--- src/rtl/get_sequence_step_timeout.sv ---
// get_sequence_step_timeout
//
// Reads the 16-bit encoded sequence-step timeout register (pre-range 0x51 or
// final-range 0x71) through the shared I2C read FSM and read FIFO. It decodes
// the register to macro-clocks, converts that count to microseconds using the
// VCSEL pulse period, writes both values big-endian into the global variable
// RAM, and presents them on its outputs.
//
// Ports
//   clk, reset                 system clock, asynchronous active-high reset
//   start, step_type           request (sampled in S_IDLE) and step selector
//   vcsel_pulse_period         PCLKs from the upstream stage
//   done, busy, error          completion pulse, activity flag, sticky error
//   read_start, read_done      I2C read FSM handshake
//   fnc_sel, n_bytes,
//   reg_address_out            read-command fields, driven during the read phase
//   fifo_read_en, fifo_read_valid,
//   fifo_data_in               read FIFO pop handshake
//   mem_addr, mem_data_out,
//   mem_start, mem_done, mem_rw RAM write port, one byte per transaction
//   timeout_mclks, timeout_us  results, held until overwritten by a later run
module get_sequence_step_timeout #(
  parameter int unsigned DIVISOR   = 1000,
  parameter logic        MEM_WRITE = 1'b1
) (
  input  logic        clk,
  input  logic        reset,
  input  logic        start,
  input  logic [7:0]  step_type,
  input  logic [7:0]  vcsel_pulse_period,
  output logic        done,
  output logic        busy,
  output logic        read_start,
  input  logic        read_done,
  output logic [1:0]  fnc_sel,
  output logic [3:0]  n_bytes,
  output logic [7:0]  reg_address_out,
  input  logic [7:0]  fifo_data_in,
  output logic        fifo_read_en,
  input  logic        fifo_read_valid,
  output logic [7:0]  mem_addr,
  output logic [7:0]  mem_data_out,
  output logic        mem_start,
  input  logic        mem_done,
  output logic        mem_rw,
  output logic [15:0] timeout_mclks,
  output logic [31:0] timeout_us,
  output logic        error
);

  typedef enum logic [3:0] {
    S_IDLE, S_REQ, S_WAIT_RD, S_POP_HI, S_WAIT_HI, S_POP_LO, S_WAIT_LO,
    S_DECODE, S_MACRO, S_US, S_MEM, S_MEM_WAIT, S_DONE
  } state_t;

  localparam logic [10:0] DIV_K       = 11'(DIVISOR);
  // One MCLK is 2304 PCLKs of 1655 ps; the later /1000 turns ps into ns.
  localparam logic [31:0] MACRO_SCALE = 32'd3813120;
  localparam logic [5:0]  DIV_STEPS   = 6'd40;

  state_t      state, next_state;
  logic        final_q;          // 1: final-range, 0: pre-range
  logic [7:0]  vcsel_q;
  logic [7:0]  exp_q;
  logic [7:0]  mant_q;
  logic [15:0] mclks_q;
  logic [39:0] div_num;          // dividend shifting out, quotient shifting in
  logic [9:0]  div_rem;
  logic [5:0]  div_cnt;
  logic [2:0]  byte_idx;

  logic        step_valid;
  logic [10:0] trial;
  logic        trial_ge;
  logic [10:0] trial_sub;
  logic [23:0] dec_sum;
  logic        dec_over;
  logic [31:0] macro_num;
  logic [39:0] us_num;
  logic [7:0]  mcl_base;
  logic [7:0]  us_base;

  assign step_valid = (step_type[7:1] == 7'd0);

  // Restoring divider step: the remainder stays below DIVISOR, so the
  // shifted trial value never needs more than 11 bits.
  assign trial     = {div_rem, div_num[39]};
  assign trial_ge  = (trial >= DIV_K);
  assign trial_sub = trial - DIV_K;

  // An exponent up to 15 keeps (M << E) + 1 within 24 bits.
  assign dec_sum  = ({16'd0, mant_q} << exp_q[3:0]) + 24'd1;
  assign dec_over = (exp_q > 8'd15) || (dec_sum > 24'h00FFFF);

  assign macro_num = 32'(vcsel_q) * MACRO_SCALE + 32'd500;
  // The divider holds macro_ns once the macro division has finished.
  assign us_num    = 40'(mclks_q) * 40'(div_num[19:0]) + 40'(div_num[19:1]);

  assign mcl_base = final_q ? 8'h16 : 8'h14;
  assign us_base  = final_q ? 8'h26 : 8'h22;

  // NOTE: sequential state uses non-blocking assignments so every register
  // samples pre-edge values, independent of statement order.
  always_ff @(posedge clk or posedge reset) begin
    if (reset) state <= S_IDLE;
    else       state <= next_state;
  end

  always_ff @(posedge clk or posedge reset) begin
    if (reset) begin
      final_q       <= 1'b0;
      vcsel_q       <= '0;
      exp_q         <= '0;
      mant_q        <= '0;
      mclks_q       <= '0;
      div_num       <= '0;
      div_rem       <= '0;
      div_cnt       <= '0;
      byte_idx      <= '0;
      timeout_mclks <= '0;
      timeout_us    <= '0;
      error         <= 1'b0;
    end else begin
      case (state)
        S_IDLE: if (start) begin
          final_q <= step_type[0];
          vcsel_q <= vcsel_pulse_period;
          error   <= !step_valid;
        end
        S_WAIT_HI: if (fifo_read_valid) exp_q  <= fifo_data_in;
        S_WAIT_LO: if (fifo_read_valid) mant_q <= fifo_data_in;
        S_DECODE: begin
          if (dec_over) begin
            mclks_q <= 16'hFFFF;
            error   <= 1'b1;
          end else begin
            mclks_q <= dec_sum[15:0];
          end
          div_num <= {8'd0, macro_num};
          div_rem <= '0;
          div_cnt <= '0;
        end
        S_MACRO, S_US: begin
          if (div_cnt != DIV_STEPS) begin
            div_rem <= trial_ge ? trial_sub[9:0] : trial[9:0];
            div_num <= {div_num[38:0], trial_ge};
            div_cnt <= div_cnt + 6'd1;
          end else if (state == S_MACRO) begin
            div_num <= us_num;
            div_rem <= '0;
            div_cnt <= '0;
          end else begin
            timeout_mclks <= mclks_q;
            timeout_us    <= div_num[31:0];
            byte_idx      <= '0;
          end
        end
        S_MEM_WAIT: if (mem_done) byte_idx <= byte_idx + 3'd1;
        default: ;
      endcase
    end
  end

  // NOTE: every output and next_state gets a default first, so no path
  // through the case statement can infer a latch.
  always_comb begin
    next_state      = state;
    done            = 1'b0;
    busy            = (state != S_IDLE);
    read_start      = 1'b0;
    fifo_read_en    = 1'b0;
    mem_start       = 1'b0;
    fnc_sel         = 2'b00;
    n_bytes         = 4'd0;
    reg_address_out = 8'h00;
    mem_addr        = 8'h00;
    mem_data_out    = 8'h00;
    mem_rw          = 1'b0;

    if (state inside {S_REQ, S_WAIT_RD, S_POP_HI, S_WAIT_HI, S_POP_LO, S_WAIT_LO}) begin
      fnc_sel         = 2'b01;
      n_bytes         = 4'd2;
      reg_address_out = final_q ? 8'h71 : 8'h51;
    end

    if (state inside {S_MEM, S_MEM_WAIT}) begin
      mem_rw = MEM_WRITE;
      case (byte_idx)
        3'd0:    begin mem_addr = mcl_base;         mem_data_out = timeout_mclks[15:8]; end
        3'd1:    begin mem_addr = mcl_base + 8'd1;  mem_data_out = timeout_mclks[7:0];  end
        3'd2:    begin mem_addr = us_base;          mem_data_out = timeout_us[31:24];   end
        3'd3:    begin mem_addr = us_base + 8'd1;   mem_data_out = timeout_us[23:16];   end
        3'd4:    begin mem_addr = us_base + 8'd2;   mem_data_out = timeout_us[15:8];    end
        default: begin mem_addr = us_base + 8'd3;   mem_data_out = timeout_us[7:0];     end
      endcase
    end

    case (state)
      S_IDLE:     if (start) next_state = step_valid ? S_REQ : S_DONE;
      S_REQ:      begin read_start = 1'b1; next_state = S_WAIT_RD; end
      S_WAIT_RD:  if (read_done) next_state = S_POP_HI;
      S_POP_HI:   begin fifo_read_en = 1'b1; next_state = S_WAIT_HI; end
      S_WAIT_HI:  if (fifo_read_valid) next_state = S_POP_LO;
      S_POP_LO:   begin fifo_read_en = 1'b1; next_state = S_WAIT_LO; end
      S_WAIT_LO:  if (fifo_read_valid) next_state = S_DECODE;
      S_DECODE:   next_state = S_MACRO;
      S_MACRO:    if (div_cnt == DIV_STEPS) next_state = S_US;
      S_US:       if (div_cnt == DIV_STEPS) next_state = S_MEM;
      S_MEM:      begin mem_start = 1'b1; next_state = S_MEM_WAIT; end
      S_MEM_WAIT: if (mem_done) next_state = (byte_idx == 3'd5) ? S_DONE : S_MEM;
      S_DONE:     begin done = 1'b1; next_state = S_IDLE; end
      default:    next_state = S_IDLE;
    endcase
  end

endmodule
--- config.mk ---
export PLATFORM = sky130hd
export DESIGN_NAME = get_sequence_step_timeout
export DESIGN_NICKNAME = d
export VERILOG_FILES = /design/src/rtl/get_sequence_step_timeout.sv
export SDC_FILE = /design/constraint.sdc
export NUM_CORES = 1
export LEC_CHECK = 0
export ABC_AREA = 1
export BUFFER_PORTS_ARGS = -buffer_cell sky130_fd_sc_hd__buf_2
export CAP_MARGIN = 20
export CELL_PAD_IN_SITES_DETAIL_PLACEMENT = 2
export CELL_PAD_IN_SITES_GLOBAL_PLACEMENT = 2
export CORE_MARGIN = 5
export CORE_UTILIZATION = 41
export CTS_BUF_LIST = sky130_fd_sc_hd__clkbuf_16
export DETAILED_ROUTE_END_ITERATION = 12
export PLACE_DENSITY = 0.95
export SETUP_SLACK_MARGIN = 0.15
export SLEW_MARGIN = 20
export SYNTH_ARGS = -nofsm -noshare
export SYNTH_HDL_FRONTEND = slang
export SYNTH_SLANG_ARGS = --single-unit
--- constraint.sdc ---
create_clock -name clk -period 12.76 [get_ports clk]
set_input_delay 3.828 -clock clk [delete_from_list [all_inputs] [get_ports clk]]
set_output_delay 3.828 -clock clk [all_outputs]
set_load 0.01 [all_outputs]
==> impl_metrics.ini, run 1 <==
[timing]
fin_skew_ps = 21.6
fmax_ghz = 0.123
relSlewSlack_pct = 15.4
fin_tns_setup_ps = 0
hold_ws_ps = 520
final_hold_viol_count = 0
setup_viol = 0
worst_pin_slew_ps = 1270
rsz0062_at_grt = no
finalMaxSlewViolations = 0
fin_crit_sh_pct = 63.7
min_period_ps = 8120

[clock_tree]
numClockSinks = 153
cts.path.max_buffers = 2
cts_hold_buf = 0
clk_latency_ps = 490
cts_buffers = 17
clock-root-buffer = clkbuf_16
cts_resized = 0
cts_tree = yes
h-tree-depth = 4
path_clk_slew_ps = 90
post_cts_buffers = 0

[setup_path]
crit_slowest_cell = dfrtp_1
startpoint_type = register
path_class = register to register
critPathMaxStageDelay_ps = 1100
crit_chain = nand2_1, fa_1, inv_1, fa_1, fa_1, inv_1, fa_1, inv_1, fa_1, inv_1, fa_1, inv_1, ha_1, nand2_1, nor2_1, nor2_1, o21ai_0, a21oi_1, nand2_1, a21oi_1, xor2_1, nand2_1, nand2_1, nand2_1
end_kind = register
crit_family = adder cells
r2r-start = mclks_q[6]
cp_max_fo = 21
crit_buf_inv = 5
worstSetupStartpoint = mclks_q[6]
cp_data_arrival_time_ps = 8500
crit_required_ps = 13140

[synth]
postSynthCellCount = 3078
synthArstFlopShare_pct = 100
syn_avg_cell_area_um2 = 7.40
ys_ff_latch = 153
yosysUniqueCellTypes = 55
synth-seq-area-share_pct = 16.8
synthFlopType = dfrtp_1
yosysTopAreaCellShare_pct = 26.2
yosys-top-cells-area = fa_1 (26%), dfrtp_1 (17%), nand2_1 (13%)
ys_warn_count = 0
yosys.area.top_type = fa_1
syn_area_um2 = 22800
synth_edf_count = 0

[cells_and_area]
antennaDiodeCount = 0
final_cells = 3849
seq_area_um2 = 3830
syn_to_final_growth_pct = 7.11
final_cell_mix = nand2_1 (775), inv_1 (745), fa_1 (298), ha_1 (185), nor2_1 (154)
multi_input_comb_area_um2 = 15600
layout.nets = 3601
drive_gt1_share_pct = 7.13
fillers = 6387
final_common_cell = nand2_1

[floorplan]
initial_utilization_pct = 41.4
die_x_um = 246
num_io_pins = 115
die_h_um = 246
die_area_um2 = 60400
coreArea_um2 = 55100
row_count = 86

[grt]
grt_max_degree = 89
grt_use_total_pct = 38.9
overflow = 0
antenna_found_initial = 3
grt_pass1_vias = 27400
grt_pass1_wl_um = 177000

[flow_run]
cap_violations = 0

[placed_design]
dp_cells = 3817
gp_congestion = 0.933
place_hpwl_um = 84100
port_buffers = 104

[detailed_routing]
via_count = 23000
ant_nets = 0
firstDrtPassIters = 6
wl_um = 118000
wl_per_cell_um = 30.6
remaining_drc_errors = 0
routed_via_density = 5.98
dr.first_iter.drc_count = 1766

[hold_path]
worstHoldStart = div_num[32]
hp-class = register to register

[outcome]
status = completed
==> metrics by stage <==
step	cell area [um2]	util, %	setup WS (ps)
6_report	24400	44.3	4640
5_1_grt	24400	44.3	4690
4_1_cts	24400	44.3	4990
3_5_place_dp	23800	43.2	5250
3_3_place_gp	23800	43.2	5880
2_1_floorplan	22800	-	4810
==> final timing paths <==
path                               end  slack, ps  depth (start not counted)
max                        div_num[36]       4640                         24
min                        div_num[32]        520                          2
max reg2reg                div_num[36]       4640                         24
min reg2reg                div_num[32]        520                          2
max in group asynchronous   mclks_q[9]       7590                          3
min in group asynchronous  div_num[39]       3540                          2
==> cell usage after synthesis, types with 5 or more instances <==
master    number
nand2_1      775
inv_1        745
fa_1         298
ha_1         185
nor2_1       154
dfrtp_1      153
o21ai_0      131
a21oi_1      127
clkbuf_1      98
nand3_1       91
nand4_1       32
o21ai_1       23
nor3_1        21
buf_4         19
xor2_1        19
mux2_2        18
o22ai_1       17
a22oi_1       16
a31oi_1       12
inv_2         11
nor2_2        11
a221oi_1      10
nand2_2        9
xnor2_1        9
buf_2          8
o21bai_1       8
a21o_1         6
buf_1          6
nand3_2        5
nor4_1         5
==> cells by family after synthesis <==
| group | share of synthesized area [%] |
|---|---|
| AOI/OAI and AO/OA | 9.40 |
| xor gates and xnor gates | 1.08 |
| adders and majority gates | 36.3 |
| buffers and inverters | 15.1 |
| DFF | 16.8 |
| muxes | 0.934 |
| other | 0.0165 |
| and+or+nand+nor | 20.3 |
==> worst register-to-register path: stages, from the launching register on <==
cell and delay, ps:
dfrtp_1 1100, nand2_1 360, fa_1 700, inv_1 90
fa_1 470, fa_1 520, inv_1 60, fa_1 490
inv_1 120, fa_1 630, inv_1 170, fa_1 660
inv_1 110, ha_1 420, nand2_1 190, nor2_1 80
nor2_1 180, o21ai_0 190, a21oi_1 390, nand2_1 200
a21oi_1 230, xor2_1 370, nand2_1 120, nand2_1 110
nand2_1 70
==> layer usage <==
| layer | share of wire, % | GRT usage, % | vias to the layer above |
|---|---|---|---|
| li1 | - | - | 9282 |
| met1 | 34 | 41.1 | 11800 |
| met2 | 50 | 68.9 | 1331 |
| met3 | 6.6 | 8.01 | 651 |
| met4 | 8.9 | 28.2 | 4 |
| met5 | 0.023 | 0 | - |
==> registers in the layout, summed over array words and instances, names as in the netlist <==
register       flops
error              1
mclks_q           16
mant_q             8
div_cnt            6
timeout_us        32
exp_q              8
timeout_mclks     16
state              4
final_q            1
byte_idx           3
div_rem           10
vcsel_q            8
div_num           40
==> layout make-up <==
type,count,share of cell area [%]
Multi-Input combinational cell,2041,63.8
Clock inverter,15,0.769
Timing Repair Buffer,115,2.47
Sequential cell,153,15.7
Inverter,760,11.7
Tap cell,748,3.84
Clock buffer,17,1.74
Power of run 1 is not shown: default switching activity piles up to over one toggle a cycle in this logic, so the estimate is an artifact.
==> run 2, diff against run 1 <==
- CORE_UTILIZATION: 41 -> 38
- PLACE_DENSITY: 0.95 -> 0.9
- clock period: 12.76 -> 8.1 ns (I/O delays scaled with it)
==> run 2 against run 1 <==
Die area rose by 7.6%. Count of clock-buffer cells in the layout did not move. Final area rose by 0.13%. Via count fell by 8.4%. Routed wire length fell by 19%. Highest routed layer is now met4.
==> impl_metrics.ini, run 2 (synthesized netlist as in run 1, its figures left out) <==
[grt]
antenna_found_initial = 0
grt_pass1_wl_um = 147000
overflow = 0
grt_pass1_vias = 25000
grt_use_total_pct = 29.4
grt_max_degree = 86

[clock_tree]
cts_tree = yes
clk_latency_ps = 480
cts.path.max_buffers = 2
post_cts_buffers = 0
h-tree-depth = 4
cts_resized = 0
numClockSinks = 153
clock-root-buffer = clkbuf_16
path_clk_slew_ps = 80
cts_hold_buf = 0
cts_buffers = 17

[floorplan]
die_h_um = 255
initial_utilization_pct = 38.5
die_x_um = 255
num_io_pins = 115
die_area_um2 = 65000
coreArea_um2 = 59200
row_count = 89

[timing]
fmax_ghz = 0.137
final_hold_viol_count = 0
fin_crit_sh_pct = 90.2
finalMaxSlewViolations = 0
relSlewSlack_pct = 21.6
rsz0062_at_grt = no
min_period_ps = 7300
fin_tns_setup_ps = 0
setup_viol = 0
fin_skew_ps = 11.9
worst_pin_slew_ps = 1180

[setup_path]
cp_data_arrival_time_ps = 7670
end_kind = register
cp_max_fo = 21
path_class = register to register
r2r-start = mclks_q[6]
worstSetupStartpoint = mclks_q[6]
startpoint_type = register
crit_required_ps = 8470

[cells_and_area]
drive_gt1_share_pct = 7.12
top_register = div_num
layout.nets = 3604
final_common_cell = nand2_1
fin_util_pct = 41.2
syn_to_final_growth_pct = 7.24
largest_register_ffs = 40
antennaDiodeCount = 0
final_cell_mix = nand2_1 (775), inv_1 (745), fa_1 (298), ha_1 (185), nor2_1 (154)
top_regs = div_num: 40 flops, timeout_us: 32 flops

[flow_run]
cap_violations = 0

[detailed_routing]
remaining_drc_errors = 0
ant_nets = 0
via_count = 21100
wl_um = 94800
dr.first_iter.drc_count = 1091
firstDrtPassIters = 5
wl_per_cell_um = 24.4
routed_via_density = 5.44

[placed_design]
place_hpwl_um = 76400
port_buffers = 104
gp_congestion = 0.917

[hold_path]
worstHoldStart = div_num[30]
hp-class = register to register

[outcome]
status = completed
==> run 2: cell types whose count changed in the layout (fill, tap and decap cells not counted), sizes merged <==
| cell | previous run | this run |
|---|---|---|
| buf | 115 | 118 |
| bufinv | 3 | 1 |
| clkinv | 8 | 7 |
| clkinvlp | 0 | 3 |
==> run 2: through the flow <==
| stage | worst slack, ps | hold WS [ps] | cell area, um2 | std cells |
|---|---|---|---|---|
| 2_1_floorplan | 1550 | 444 | 22800 | 3087 |
| 4_1_cts | 831 | 494 | 24400 | 3876 |
| 3_3_place_gp | 1130 | 464 | 23800 | 3844 |
| 5_1_grt | 569 | 525 | 24400 | 3877 |
| 3_5_place_dp | 911 | 474 | 23800 | 3844 |
| 6_report | 797 | 492 | 24400 | 3877 |
==> run 2: final cells by class <==
cell class / instances / area (um2)
flip-flops and latches: 153 / 3830
fillers: 6917 / 34800
clock buffers: 17 / 425
inverters: 760 / 2860
well taps: 773 / 967
repair buffers: 118 / 646
clock inverters: 15 / 141
multi-input cells: 2041 / 15600
==> run 2: critical path, stage by stage, from the launching register on <==
cell and delay (ps):
dfrtp_1 1070, nand2_1 230, fa_1 600, inv_1 70
fa_1 530, inv_1 60, fa_1 500, inv_1 60
fa_1 490, fa_1 550, inv_1 80, fa_1 560
inv_1 50, ha_1 400, nand2_1 140, nand2_1 60
inv_1 80, nand2_1 100, o21bai_1 170, a21oi_1 320
nand2_1 200, a21oi_1 230, xor2_1 320, nand2_1 100
nand2_1 120, nand2_1 70
==> run 2: worst paths after layout <==
check,to,slack [ps],cells past startpoint
max,div_num[36],800,25
min,div_num[30],490,2
max reg2reg,div_num[36],800,25
min reg2reg,div_num[30],490,2
max in group asynchronous,mclks_q[15],4790,4
min in group asynchronous,div_rem[3],2090,2
==> run 2: per-layer routing <==
metal	track usage [%]	vias to the layer above	routed length [um]	part of all wire, %
li1	-	9280	-	-
met1	34.6	11100	37800	40
met2	54.5	528	49700	52
met3	3.69	221	3260	3.4
met4	11.2	0	4020	4.2
met5	0	-	0	0
Power of run 2 is left out for the same reason.
